**src/rtl/fixed_linear_bias_add.sv**
```systemverilog
// fixed_linear_bias_add
//
// Bias-add stage for a linear layer. One matmul result block and one bias
// block are joined: both are taken on the same edge, never one alone. Each
// lane then adds its bias after fixed-point alignment. The result is floored
// to the output fraction, saturated to the output word and queued in a
// 2-entry skid buffer. The final block of every tensor carries a last flag
// for the downstream activation/residual stage.
//
// Ports
//   clk, rst        clock; synchronous active-high reset
//   data_in[N]      signed matmul lanes, N = P0*P1, index = row*P0 + col
//   data_in_valid   data block present
//   data_in_ready   data block taken this cycle if bias is also taken
//   bias[P0]        signed bias lanes, one per column
//   bias_valid      bias block present
//   bias_ready      bias block taken this cycle
//   data_out[N]     saturated result lanes (head of the skid buffer)
//   data_out_valid  skid buffer not empty
//   data_out_ready  downstream accepts the head entry
//   data_out_last   head entry is the final block of a tensor

module fixed_linear_bias_add #(
    parameter int DATA_IN_PRECISION_0       = 20,
    parameter int DATA_IN_PRECISION_1       = 6,
    parameter int BIAS_PRECISION_0          = 16,
    parameter int BIAS_PRECISION_1          = 3,
    parameter int DATA_OUT_PRECISION_0      = 16,
    parameter int DATA_OUT_PRECISION_1      = 3,
    parameter int DATA_IN_TENSOR_SIZE_DIM_0 = 32,
    parameter int DATA_IN_TENSOR_SIZE_DIM_1 = 16,
    parameter int DATA_IN_PARALLELISM_DIM_0 = 1,
    parameter int DATA_IN_PARALLELISM_DIM_1 = 1
) (
    input  logic                            clk,
    input  logic                            rst,

    input  logic [DATA_IN_PRECISION_0-1:0]  data_in [DATA_IN_PARALLELISM_DIM_0*DATA_IN_PARALLELISM_DIM_1],
    input  logic                            data_in_valid,
    output logic                            data_in_ready,

    input  logic [BIAS_PRECISION_0-1:0]     bias [DATA_IN_PARALLELISM_DIM_0],
    input  logic                            bias_valid,
    output logic                            bias_ready,

    output logic [DATA_OUT_PRECISION_0-1:0] data_out [DATA_IN_PARALLELISM_DIM_0*DATA_IN_PARALLELISM_DIM_1],
    output logic                            data_out_valid,
    input  logic                            data_out_ready,
    output logic                            data_out_last
);

    localparam int N_LANES = DATA_IN_PARALLELISM_DIM_0 * DATA_IN_PARALLELISM_DIM_1;
    localparam int DIN_W   = DATA_IN_PRECISION_0;
    localparam int BIAS_W  = BIAS_PRECISION_0;
    localparam int DOUT_W  = DATA_OUT_PRECISION_0;

    // Bias is moved up to the data fraction. The sum is then moved down to
    // the output fraction.
    localparam int SHIFT_B = DATA_IN_PRECISION_1 - BIAS_PRECISION_1;
    localparam int SHIFT_O = DATA_IN_PRECISION_1 - DATA_OUT_PRECISION_1;

    // One guard bit above the wider aligned operand makes the add exact.
    localparam int ALIGN_W = BIAS_W + SHIFT_B;
    localparam int SUM_W   = ((DIN_W > ALIGN_W) ? DIN_W : ALIGN_W) + 1;

    // The compare width covers both the shifted sum and the output format.
    // The extra bit keeps the saturation limits representable.
    localparam int CMP_W   = ((SUM_W > DOUT_W) ? SUM_W : DOUT_W) + 1;

    localparam logic signed [CMP_W-1:0] SAT_MAX = {{(CMP_W-DOUT_W+1){1'b0}}, {(DOUT_W-1){1'b1}}};
    localparam logic signed [CMP_W-1:0] SAT_MIN = {{(CMP_W-DOUT_W+1){1'b1}}, {(DOUT_W-1){1'b0}}};

    // Block position within the tensor
    localparam int D0    = DATA_IN_TENSOR_SIZE_DIM_0 / DATA_IN_PARALLELISM_DIM_0;
    localparam int D1    = DATA_IN_TENSOR_SIZE_DIM_1 / DATA_IN_PARALLELISM_DIM_1;
    localparam int COL_W = (D0 > 1) ? $clog2(D0) : 1;
    localparam int ROW_W = (D1 > 1) ? $clog2(D1) : 1;

    // ------------------------------------------------------------------
    // Handshake
    // ------------------------------------------------------------------
    logic [1:0] cnt_reg;
    logic [1:0] cnt_next;
    logic       room;
    logic       fire;
    logic       pop;

    // Room is taken from the registered count. A pop while full therefore
    // re-opens the inputs only in the following cycle.
    assign room           = (cnt_reg < 2'd2);
    assign data_in_ready  = bias_valid & room;
    assign bias_ready     = data_in_valid & room;
    assign fire           = data_in_valid & bias_valid & room;
    assign data_out_valid = (cnt_reg != 2'd0);
    assign pop            = data_out_valid & data_out_ready;

    // ------------------------------------------------------------------
    // Lane arithmetic
    // ------------------------------------------------------------------
    logic [DOUT_W-1:0] lane_res [N_LANES];

    genvar gi;
    generate
        for (gi = 0; gi < N_LANES; gi++) begin : g_lane
            localparam int BIDX = gi % DATA_IN_PARALLELISM_DIM_0;

            logic signed [SUM_W-1:0] din_ext;
            logic signed [SUM_W-1:0] bias_ext;
            logic signed [SUM_W-1:0] bias_al;
            logic signed [SUM_W-1:0] sum;
            logic signed [SUM_W-1:0] res;
            logic signed [CMP_W-1:0] res_ext;

            assign din_ext  = {{(SUM_W-DIN_W){data_in[gi][DIN_W-1]}}, data_in[gi]};
            assign bias_ext = {{(SUM_W-BIAS_W){bias[BIDX][BIAS_W-1]}}, bias[BIDX]};
            assign bias_al  = bias_ext <<< SHIFT_B;
            assign sum      = din_ext + bias_al;
            // An arithmetic right shift of a two's-complement value floors,
            // so the result rounds toward minus infinity.
            assign res      = sum >>> SHIFT_O;
            assign res_ext  = {{(CMP_W-SUM_W){res[SUM_W-1]}}, res};

            always_comb begin
                lane_res[gi] = res_ext[DOUT_W-1:0];
                if (res_ext > SAT_MAX) begin
                    lane_res[gi] = SAT_MAX[DOUT_W-1:0];
                end else if (res_ext < SAT_MIN) begin
                    lane_res[gi] = SAT_MIN[DOUT_W-1:0];
                end
            end
        end
    endgenerate

    // ------------------------------------------------------------------
    // Tensor position counters
    // ------------------------------------------------------------------
    logic [COL_W-1:0] col_cnt_reg;
    logic [COL_W-1:0] col_cnt_next;
    logic [ROW_W-1:0] row_cnt_reg;
    logic [ROW_W-1:0] row_cnt_next;
    logic             col_last;
    logic             row_last;
    logic             new_last;

    assign col_last = (col_cnt_reg == COL_W'(D0 - 1));
    assign row_last = (row_cnt_reg == ROW_W'(D1 - 1));
    assign new_last = col_last & row_last;

    always_comb begin
        col_cnt_next = col_cnt_reg;
        row_cnt_next = row_cnt_reg;
        if (fire) begin
            if (col_last) begin
                col_cnt_next = '0;
                if (row_last) begin
                    row_cnt_next = '0;
                end else begin
                    row_cnt_next = row_cnt_reg + ROW_W'(1);
                end
            end else begin
                col_cnt_next = col_cnt_reg + COL_W'(1);
            end
        end
    end

    // ------------------------------------------------------------------
    // Two-entry skid buffer
    // ------------------------------------------------------------------
    // The head is its own register and drives the outputs directly.
    // When the buffer drains, data_out keeps the last value shown.
    // The skid entry holds the second block while the head is stalled.
    logic [DOUT_W-1:0] head_reg  [N_LANES];
    logic [DOUT_W-1:0] head_next [N_LANES];
    logic              head_last_reg;
    logic              head_last_next;
    logic [DOUT_W-1:0] skid_reg  [N_LANES];
    logic [DOUT_W-1:0] skid_next [N_LANES];
    logic              skid_last_reg;
    logic              skid_last_next;

    always_comb begin
        cnt_next       = cnt_reg;
        head_next      = head_reg;
        head_last_next = head_last_reg;
        skid_next      = skid_reg;
        skid_last_next = skid_last_reg;
        case ({fire, pop})
            2'b10: begin
                cnt_next = cnt_reg + 2'd1;
                if (cnt_reg == 2'd0) begin
                    head_next      = lane_res;
                    head_last_next = new_last;
                end else begin
                    skid_next      = lane_res;
                    skid_last_next = new_last;
                end
            end
            2'b01: begin
                cnt_next = cnt_reg - 2'd1;
                if (cnt_reg == 2'd2) begin
                    head_next      = skid_reg;
                    head_last_next = skid_last_reg;
                end
            end
            2'b11: begin
                // Only possible with exactly one entry. The new block
                // replaces the departing head, and the count is unchanged.
                head_next      = lane_res;
                head_last_next = new_last;
            end
            default: begin
            end
        endcase
    end

    always_ff @(posedge clk) begin
        if (rst) begin
            cnt_reg       <= 2'd0;
            head_reg      <= '{default: '0};
            head_last_reg <= 1'b0;
            skid_reg      <= '{default: '0};
            skid_last_reg <= 1'b0;
            col_cnt_reg   <= '0;
            row_cnt_reg   <= '0;
        end else begin
            cnt_reg       <= cnt_next;
            head_reg      <= head_next;
            head_last_reg <= head_last_next;
            skid_reg      <= skid_next;
            skid_last_reg <= skid_last_next;
            col_cnt_reg   <= col_cnt_next;
            row_cnt_reg   <= row_cnt_next;
        end
    end

    assign data_out      = head_reg;
    assign data_out_last = head_last_reg;

endmodule

```
**config.mk**
```make
export PLATFORM = sky130hd
export DESIGN_NAME = fixed_linear_bias_add
export DESIGN_NICKNAME = d
export VERILOG_FILES = /design/src/rtl/fixed_linear_bias_add.sv
export SDC_FILE = /design/constraint.sdc
export NUM_CORES = 1
export LEC_CHECK = 0
export CAP_MARGIN = 20
export CORE_MARGIN = 10
export CORE_UTILIZATION = 49
export CTS_BUF_LIST = sky130_fd_sc_hd__clkbuf_2
export CTS_CLUSTER_SIZE = 24
export DETAILED_ROUTE_END_ITERATION = 7
export PLACE_DENSITY = 0.83
export SKIP_CTS_REPAIR_TIMING = 1
export SLEW_MARGIN = 40
export SYNTH_ARGS = -nofsm -noshare
export SYNTH_HDL_FRONTEND = slang
export SYNTH_SLANG_ARGS = --single-unit
```
**constraint.sdc**
```tcl
create_clock -name clk -period 3 [get_ports clk]
set_input_delay 0.3 -clock clk [delete_from_list [all_inputs] [get_ports clk]]
set_output_delay 0.3 -clock clk [all_outputs]
set_load 0.02 [all_outputs]
```
## Word-level counts from Yosys, hierarchy flattened

Cells that the tools add are included.

- Register bits: 45
- Bits in latches: 0
- Bits in writable memories: 0
- ROM bits: 0
- Output and inout port bits: 20
- Word-level logic and storage cells: 48
- Memories kept: 0

- Add/subtract/negate cells: 5
- Multipliers: 0
- Divide/modulo/power cells: 0
- Magnitude comparators: 3
- Equal/unequal tests: 8
- Shift-type cells: 0
- Mux-type cells: 11
- Bitwise operators: 7
- Reduce and logical (&&, ||, !) cells: 7

Operators with widths:

| kind | number |
|---|---|
| 16-bit 2-to-1 mux | 4 |
| 16-bit one-hot mux with 3 select lines | 1 |
| 20-bit by 19-bit adder with 21-bit output | 1 |
| 18-bit by 16-bit greater-than comparator with 1-bit output (second input constant) | 1 |
| 18-bit by 16-bit less-than comparator with 1-bit output (second input constant) | 1 |
| 1-bit AND | 6 |
| 2-bit equality test (second input constant) | 3 |
| 5-bit by 1-bit adder with 5-bit output (second input constant) | 1 |
| 5-bit equality test (second input constant) | 1 |
| 5-bit 2-to-1 mux | 1 |
| 4-bit by 1-bit adder with 4-bit output (second input constant) | 1 |
| 4-bit equality test (second input constant) | 1 |
| 4-bit 2-to-1 mux | 1 |
| 2-bit != test (second input constant) | 2 |
| 2-bit one-hot mux with 2 select lines | 1 |
| 2-bit AND reduction | 2 |
| 2-bit nonzero test | 2 |
| 1-bit one-hot mux with 3 select lines | 1 |
| 3-bit AND reduction | 1 |
| 3-bit nonzero test | 1 |
| 2-bit by 1-bit adder with 2-bit output (second input constant) | 1 |
| 2-bit by 1-bit equality test with 1-bit output (second input constant) | 1 |
| 2-bit zero test | 1 |
| 2-bit less-than comparator (second input constant) | 1 |
| 3 further kinds | 4 |

## Depth between registers and ports, before layout

Gate-level depths: netlist of the first run.

- Depth after elaboration: 6
- Depth in mapped cells: 12

## Worst setup path after synthesis of the first run

Ideal clock, no wire load.

- Kind: register to register
- From: register cnt_reg[1]
- To: register head_reg (netlist bit data_out[13])
- Setup time: 0.100 ns
- Arrival: 2.806 ns
- Data required time: 2.900 ns
- Slack: 0.094 ns
- Cell stages (with the launch flop): 11
- Path buffers: 2
- Cell sequence: dfxtp_1 > nor2b_1 > nand2_1 > ha_1 > mux2_1 > o22a_1 > nor2_1 > clkbuf_1 > clkbuf_1 > nor2_1 > a2111oi_4

- Cells in the longest elaborated chain, start to end: 5
- Elaborated cells on any way between the ends: 14
- Classes of those cells: order compare: 1; eq/ne: 6; mux: 1; bitwise: 2; reduce/logical: 4

Ends and longest elaborated chain:

| item | RTL line | text |
|---|---|---|
| start: declaration | 82 | `logic [1:0] cnt_reg;` |
| start signal: assignment | 226 | `cnt_reg <= cnt_next;` |
| 2-bit less-than comparator or 2-bit nonzero test (tied branches) | 90, 94 |  |
| 1-bit AND (on tied branches) | 93, 95 |  |
| 2-bit by 1-bit equality test with 1-bit output or 2-bit equality test (tied branches) | 187 | `case ({fire, pop})` |
| 2-bit != test (no line) or 3-bit nonzero test (tied branches) | - |  |
| 3-bit AND reduction (no line) | - |  |
| end signal: assignment | 227 | `head_reg <= head_next;` |
| end: declaration | 172 | `logic [DOUT_W-1:0] head_reg [N_LANES];` |

Parallel ways exist; a longest one is shown, timed or not.
A chain may end at the register's enable or synchronous reset.

## Worst setup path in the final report of the first run

- From: input port data_in[4] (netlist bit)
- To: register head_reg (netlist bit data_out[9])

- Cells in the longest elaborated chain, start to end: 6
- Elaborated cells on any way between the ends: 7
- Classes of those cells: add/sub: 1; order compare: 2; mux: 4

Ends and longest elaborated chain:

| item | RTL line | text |
|---|---|---|
| start: declaration | 38 | `input logic [DATA_IN_PRECISION_0-1:0] data_in [DATA_IN_PARALLELISM_DIM_0*DATA_IN_PARALLELISM_DIM_1],` |
| 20-bit by 19-bit adder with 21-bit output * | 117 | `assign sum = din_ext + bias_al;` |
| 18-bit by 16-bit less-than comparator with 1-bit output | 127 | `end else if (res_ext < SAT_MIN) begin` |
| 16-bit 2-to-1 mux | 127 |  |
| 16-bit 2-to-1 mux * | 125 | `if (res_ext > SAT_MAX) begin` |
| 16-bit 2-to-1 mux | 190 | `if (cnt_reg == 2'd0) begin` |
| 16-bit one-hot mux with 3 select lines * | 187 |  |

Every way passes the cells marked *; elsewhere a longest branch is shown, timed or not. The select of a mux whose other input is x is not followed.

==> qor.txt, run 1 <==
clock sinks = 45
Fin Clk Skew = 0.02010 ns
FFs w/ async S/R, synth = 0%
initial cell density of the core = 51.52%
Ant. Diodes = 0
# rows = 28
WL/cell = 17.48 um
gr ovfl total = 0
type of origin of the critical path = input pin
CTS Buffer Depth = 2
critical path class = input pin to flop
Net Sw Power = 0.001172 W
Max Cap Violations = 0
die height = 99.60 um
syn_nets = 433
DRT Pass-1 Iters = 6
EDFF count, synth = 0
fraction of layout instances using a drive strength above 1 = 22.51%
Comb pwr share = 56.7%
Critical Path RT = 3.30 ns
Peak Freq = 340.3 MHz
largest net degree at the start of global routing = 49
Area after DPL = 4170 sq um
Final Cycle Share = 97.95%
vias = 3,272
htree depth = 2
Hold Vio Cnt, Final = 0
share of the synthesized area in the top cell type = 29.02%
synthesized area = 3104 sq um
sequential share of power = 28.9%
worst hold path class = input pin to flop
Clock Root Buffer = clkbuf_2
die area = 9919 sq um
Worst Path Arrival = 3.24 ns
Remaining DRCs = 0
main area contributors after synthesis = dfxtp_1, ha_1, nor2_1, a21oi_1, a211oi_1
Clk pwr share = 14.4%
slew of the pin with the lowest slew margin = 0.6467 ns
final WL = 9543 um
Filler cells = 424
Area Growth Syn to Fin = 42.85%
clk_lat worst skew = 0.39 ns
ANT nets after route = 0
Pwr per Cell Area = 653.9 nW/um^2
Total Power = 0.002900 W
cell internal pwr = 0.001728 W
initial antenna violation count = 0
Main synth FF type = dfxtp_1
Num CTS Buffers = 5
clock slew at reported path FFs = 0.23 ns
vias in the first global route = 3,272
Synth area leader = dfxtp_1
core area = 6026 sq um
worst IR drop on VDD = 520.9 uV
worst rel slew slack = 56.89%
Max FO, Critical Path = 5
port bufs = 57
GRT Util Overall = 17.92%
first-iteration detailed-routing DRC count = 302
fin. max-slew vios = 0
RePlAce Congestion = 0.8713
post-synth cell types = 56
Via density = 5.993
CTS tree = yes
status = finished, final reports clean
LEAKAGE = 1.730 nW
Post-Synthesis Cells = 368
I/O pins = 61
Setup crit end kind = flop
syn_area_per_cell = 8.435 sq um
design area = 4434 sq um
Die Span X = 99.60 um
Sw Share = 40.41%
Final setup viols = 0
fin nets = 535
Synth Warn # = 0
FF+latch count, synth = 45
Final Critical Period = 2.938 ns
first-pass GRT wire length = 15,340 um
post-DP HPWL = 6952 um
sequential fraction of the synthesis area = 29.02%
-- final timing paths --
check,start,cells after the start,end,slack (ns)
setup / recovery,data_in[4],12,data_out[9],0.06
hold / removal,rst,2,col_cnt_reg[0],0.38
setup reg to reg,cnt_reg[1],10,data_out[8],0.35
hold reg to reg,col_cnt_reg[4],2,col_cnt_reg[4],0.48
-- final cells by class --
class | instances | area, sq um | area share, %
Sequential cell | 45 | 900.9 | 20.32
Tap cell | 75 | 93.84 | 2.116
Clock inverter | 3 | 65.06 | 1.467
Inverter | 9 | 33.78 | 0.7619
Clock buffer | 5 | 25.02 | 0.5643
Timing Repair Buffer | 115 | 1041 | 23.48
Multi-Input combinational cell | 294 | 2275 | 51.30
-- power groups by stage --
stage | Clock (W) | Combinational (W) | Sequential, W
after floorplan | 0 | 0.000772 | 0.000933
after global placement | 0 | 0.00145 | 0.000839
after detailed placement | 0 | 0.00149 | 0.000843
after CTS | 0.000418 | 0.00150 | 0.000832
after global routing | 0.000444 | 0.00177 | 0.000851
final | 0.000419 | 0.00164 | 0.000838
-- logic make-up after synthesis --
logic type | Yosys count | synth area share, %
XOR/XNOR | 14 | 3.950
AND/OR/NAND/NOR | 131 | 20.96
buffers and inverters | 29 | 3.869
adder cells (fa/ha/maj) | 24 | 9.916
flip-flops | 45 | 29.02
AO/OA/AOI/OAI | 123 | 31.56
multiplexers | 2 | 0.7255
-- cell usage after synthesis, types with 2 or more instances --
library cell  instances
a2111oi_1             2
a2111oi_2             9
a2111oi_4             2
a211o_1               4
a211oi_1             19
a211oi_2              2
a21boi_0              2
a21o_1                4
a21oi_1              29
and2_1                2
and3_1                3
buf_2                 3
clkbuf_1             16
dfxtp_1              45
ha_1                 23
inv_1                 9
nand2_1              26
nand2b_1              8
nand3_1               7
nand3b_1              4
nor2_1               46
nor2b_1               5
nor3_1                4
nor3b_1              13
o211a_1               2
o211ai_1              3
o21a_1                2
o21ai_0              13
o22a_1                2
o311ai_1              3
o31ai_1              13
or2_2                 2
or3_1                 6
xnor2_1               7
xor2_1                7
-- cell usage in the layout, fill, tap and decap left out, drive strengths merged, types with 2 or more instances in the layout --
cell type	count
o211a	2
inv	9
o21a	2
nand3b	4
o22a	2
mux2	2
o21ai	14
clkdlybuf4s50	54
nand2b	8
a211o	4
xor2	7
a2111oi	13
nor3	4
o211ai	4
a21boi	2
or3	6
clkbuf	5
nand2	26
nand3	7
nor2b	5
dlymetal6s2s	2
xnor2	7
and3	3
ha	23
bufinv	2
o311ai	4
or2	2
nor2	47
o31ai	14
dfxtp	45
nor3b	13
a211oi	21
buf	59
a21o	4
and2	2
a21oi	30
-- through the flow --
step / hold WS (ns) / std cells / util, % / setup WS (ns) / setup TNS, ns
floorplan: 0.4372 / 368 / - / 0.09423 / 0
global placement: 0.4425 / 542 / 69.17 / -0.3167 / -8.064
detailed placement: 0.4553 / 542 / 69.21 / -0.4439 / -10.34
CTS: 0.3169 / 550 / 70.70 / -0.02064 / -0.02451
global route: 0.3720 / 546 / 73.59 / -0.03310 / -0.05510
finish: 0.3849 / 546 / 73.59 / 0.06155 / 0
-- per-layer routing --
metal	vias to the layer above	global-route usage [%]	wire length, um
met5	-	0	0
met1	1548	22.81	3989
met2	132	30.26	4797
met4	0	3.749	131
met3	12	3.737	624
li1	1580	-	-
-- critical path, stage by stage --
cell and delay (ns):
clkdlybuf4s50_1 0.48, inv_1 0.07, fa_2 0.38, nand2b_4 0.16, a21oi_4 0.16, o211ai_2 0.12
a211o_1 0.35, a2111oi_4 0.51, buf_6 0.21, o31ai_1 0.08, buf_4 0.15, a2111oi_4 0.26
(Power assumes the default switching activity.)
==> inputs of run 2 (changes only) <==
clock period = 2.6 ns   (was 3 ns; I/O delays follow)
==> qor.txt, run 2 (synthesis gave the netlist of run 1 again) <==
met1 global-route usage = 21.82%
slew of the pin with the lowest slew margin = 0.6525 ns
Total Power = 0.003605 W
I/O pins = 61
Worst Path Arrival = 3.11 ns
Final Critical Period = 2.763 ns
Worst path max stage delay = 0.52 ns
fraction of layout instances using a drive strength above 1 = 33.74%
critical path class = input pin to flop
GRT met3 Usage = 4.152%
RePlAce Congestion = 0.8915
clock sinks = 45
final WL = 13,310 um
worst r2r src = cnt_reg[1]
delay-heaviest family, CP = buffers and inverters
CP cell instances = clkdlybuf4s50_1, ha_4, nand4_1, buf_4, a211oi_4, a211oi_2, nor2_2, a2111oi_4, buf_4, buf_4, nor3_1, buf_4, o31ai_1
M2 GR Usage = 31.71%
worst IR drop on VDD = 807.1 uV
flop2flop setup slack = -0.03 ns
CP most frequent cell = buf_4
fin nets = 559
Pwr per Cell Area = 722.7 nW/um^2
DRT Pass-1 Iters = 5
vias in the first global route = 3,262
Worst path slowest cell = clkdlybuf4s50_1
Hold Vio Cnt, Final = 0
DP Cell Count = 555
Final Worst Setup Slack = -0.1631 ns
Critical Path RT = 2.95 ns
Fin Clk Skew = 0.02213 ns
crit path buf inv count = 5
commonest cells after routing, fill and taps aside = buf_4, dfxtp_1, nor2_1
CTS tree = yes
WL/cell = 23.35 um
Final setup viols = 22
type of origin of the critical path = input pin
Crit Reg-Reg Endpoint = data_out[0]
first-pass GRT wire length = 15,370 um
Max Cap Violations = 0
Remaining DRCs = 0
Ant. Diodes = 0
Peak Freq = 361.9 MHz
LEAKAGE = 2.047 nW
Fin Hold WS = 0.3002 ns
failing checks = setup timing
first-iteration detailed-routing DRC count = 442
worst rel slew slack = 56.50%
Final Cycle Share = 106.3%
# rows = 28
Max FO, Critical Path = 5
Reg2Reg Depth = 12
initial cell density of the core = 51.52%
post-DP HPWL = 7025 um
initial antenna violation count = 0
fin. max-slew vios = 0
clock slew at reported path FFs = 0.23 ns
Worst Min Path Start = rst
vias = 3,812
CTS Buffer Depth = 2
die area = 9919 sq um
crit path from = data_in[13]
Via density = 6.688
status = finished, violations left
DP Worst Slack = -0.8061 ns
core area = 6026 sq um
Die Span X = 99.60 um
port bufs = 57
GRT Util Overall = 18.22%
Area Growth Syn to Fin = 60.66%
Setup crit end kind = flop
die height = 99.60 um
largest net degree at the start of global routing = 49
hold endpoint = col_cnt_reg[2]
ANT nets after route = 0
most common cell after layout, fill and taps aside = buf_4
final non-filler cell total = 570
Num CTS Buffers = 5
htree depth = 2
gr ovfl total = 0
clk_lat worst skew = 0.45 ns
Clock Root Buffer = clkbuf_2
worst hold path class = input pin to flop
gr busiest metal = met2
Sum Neg Setup Slack = -1.399 ns
hold path cells = 2
run 2: changes by cell type in the layout (fill, tap and decap cells not counted), moves of 3 or more:
| cell | change |
|---|---|
| a21oi_1 | -7 |
| a21oi_2 | +5 |
| buf_4 | +20 |
| buf_6 | +3 |
| clkdlybuf4s50_1 | -19 |
| dlymetal6s2s_1 | +18 |
| ha_1 | -12 |
| ha_4 | +12 |
| nor2_1 | -3 |
| nor3b_1 | -7 |
| nor3b_2 | +6 |
| o31ai_2 | -3 |
| o31ai_4 | +5 |
run 2: how the worst max path moves through the flow:
| stage | depth (start not counted) | slack (ns) | end |
|---|---|---|---|
| global placement | 13 | -0.69 | data_out[5] |
| detailed placement | 13 | -0.81 | data_out[8] |
| floorplan | 11 | -0.08 | data_out[11] |
| finish | 13 | -0.16 | skid_reg[0] |
| global route | 12 | -0.30 | skid_reg[6] |
| CTS | 13 | -0.34 | data_out[8] |
run 2: layer usage:
metal | up-vias | wire, um
li1 | 1617 | -
met1 | 1791 | 4788
met2 | 304 | 6449
met3 | 100 | 1231
met4 | 0 | 840
met5 | - | 0
run 2: stage by stage:
| stage | utilization (%) | area [sq um] |
|---|---|---|
| 2_1_floorplan | - | 3151 |
| 3_3_place_gp | 71.47 | 4307 |
| 3_5_place_dp | 71.51 | 4309 |
| 4_1_cts | 72.57 | 4373 |
| 5_1_grt | 82.77 | 4987 |
| 6_report | 82.77 | 4987 |
run 2: area by class of cell:
class	instances	area (sq um)
well taps	75	93.84
clock buffers	6	30.03
fillers	304	1039
repair buffers	139	1280
multi-input cells	294	2615
clock inverters	2	33.78
inverters	9	33.78
flip-flops and latches	45	900.9
run 2: report_power, final:
| part | leakage [nW] | total [W] | switching, W | internal, W |
|---|---|---|---|---|
| Sequential | 0.368 | 0.000973 | 0.000118 | 0.000854 |
| Combinational | 1.64 | 0.00222 | 0.00120 | 0.00102 |
| Clock | 0.0406 | 0.000408 | 0.000244 | 0.000164 |
run 2: worst reg2reg max path, delay by kind of cell (launching register included):
family                     cells  cell delay, ns
AOI/OAI and AO/OA              2            0.48
buffers and inverters          3            0.45
and+or+nand+nor                5            0.71
DFF                            1            0.40
adders and majority gates      1            0.23
muxes                          1            0.30
==> inputs of run 3 (changes only) <==
HOLD_SLACK_MARGIN = 0.03   (was not set)
==> results of run 3 <==
Same layout as run 2: the final DEF is identical, and so are final timing and power.
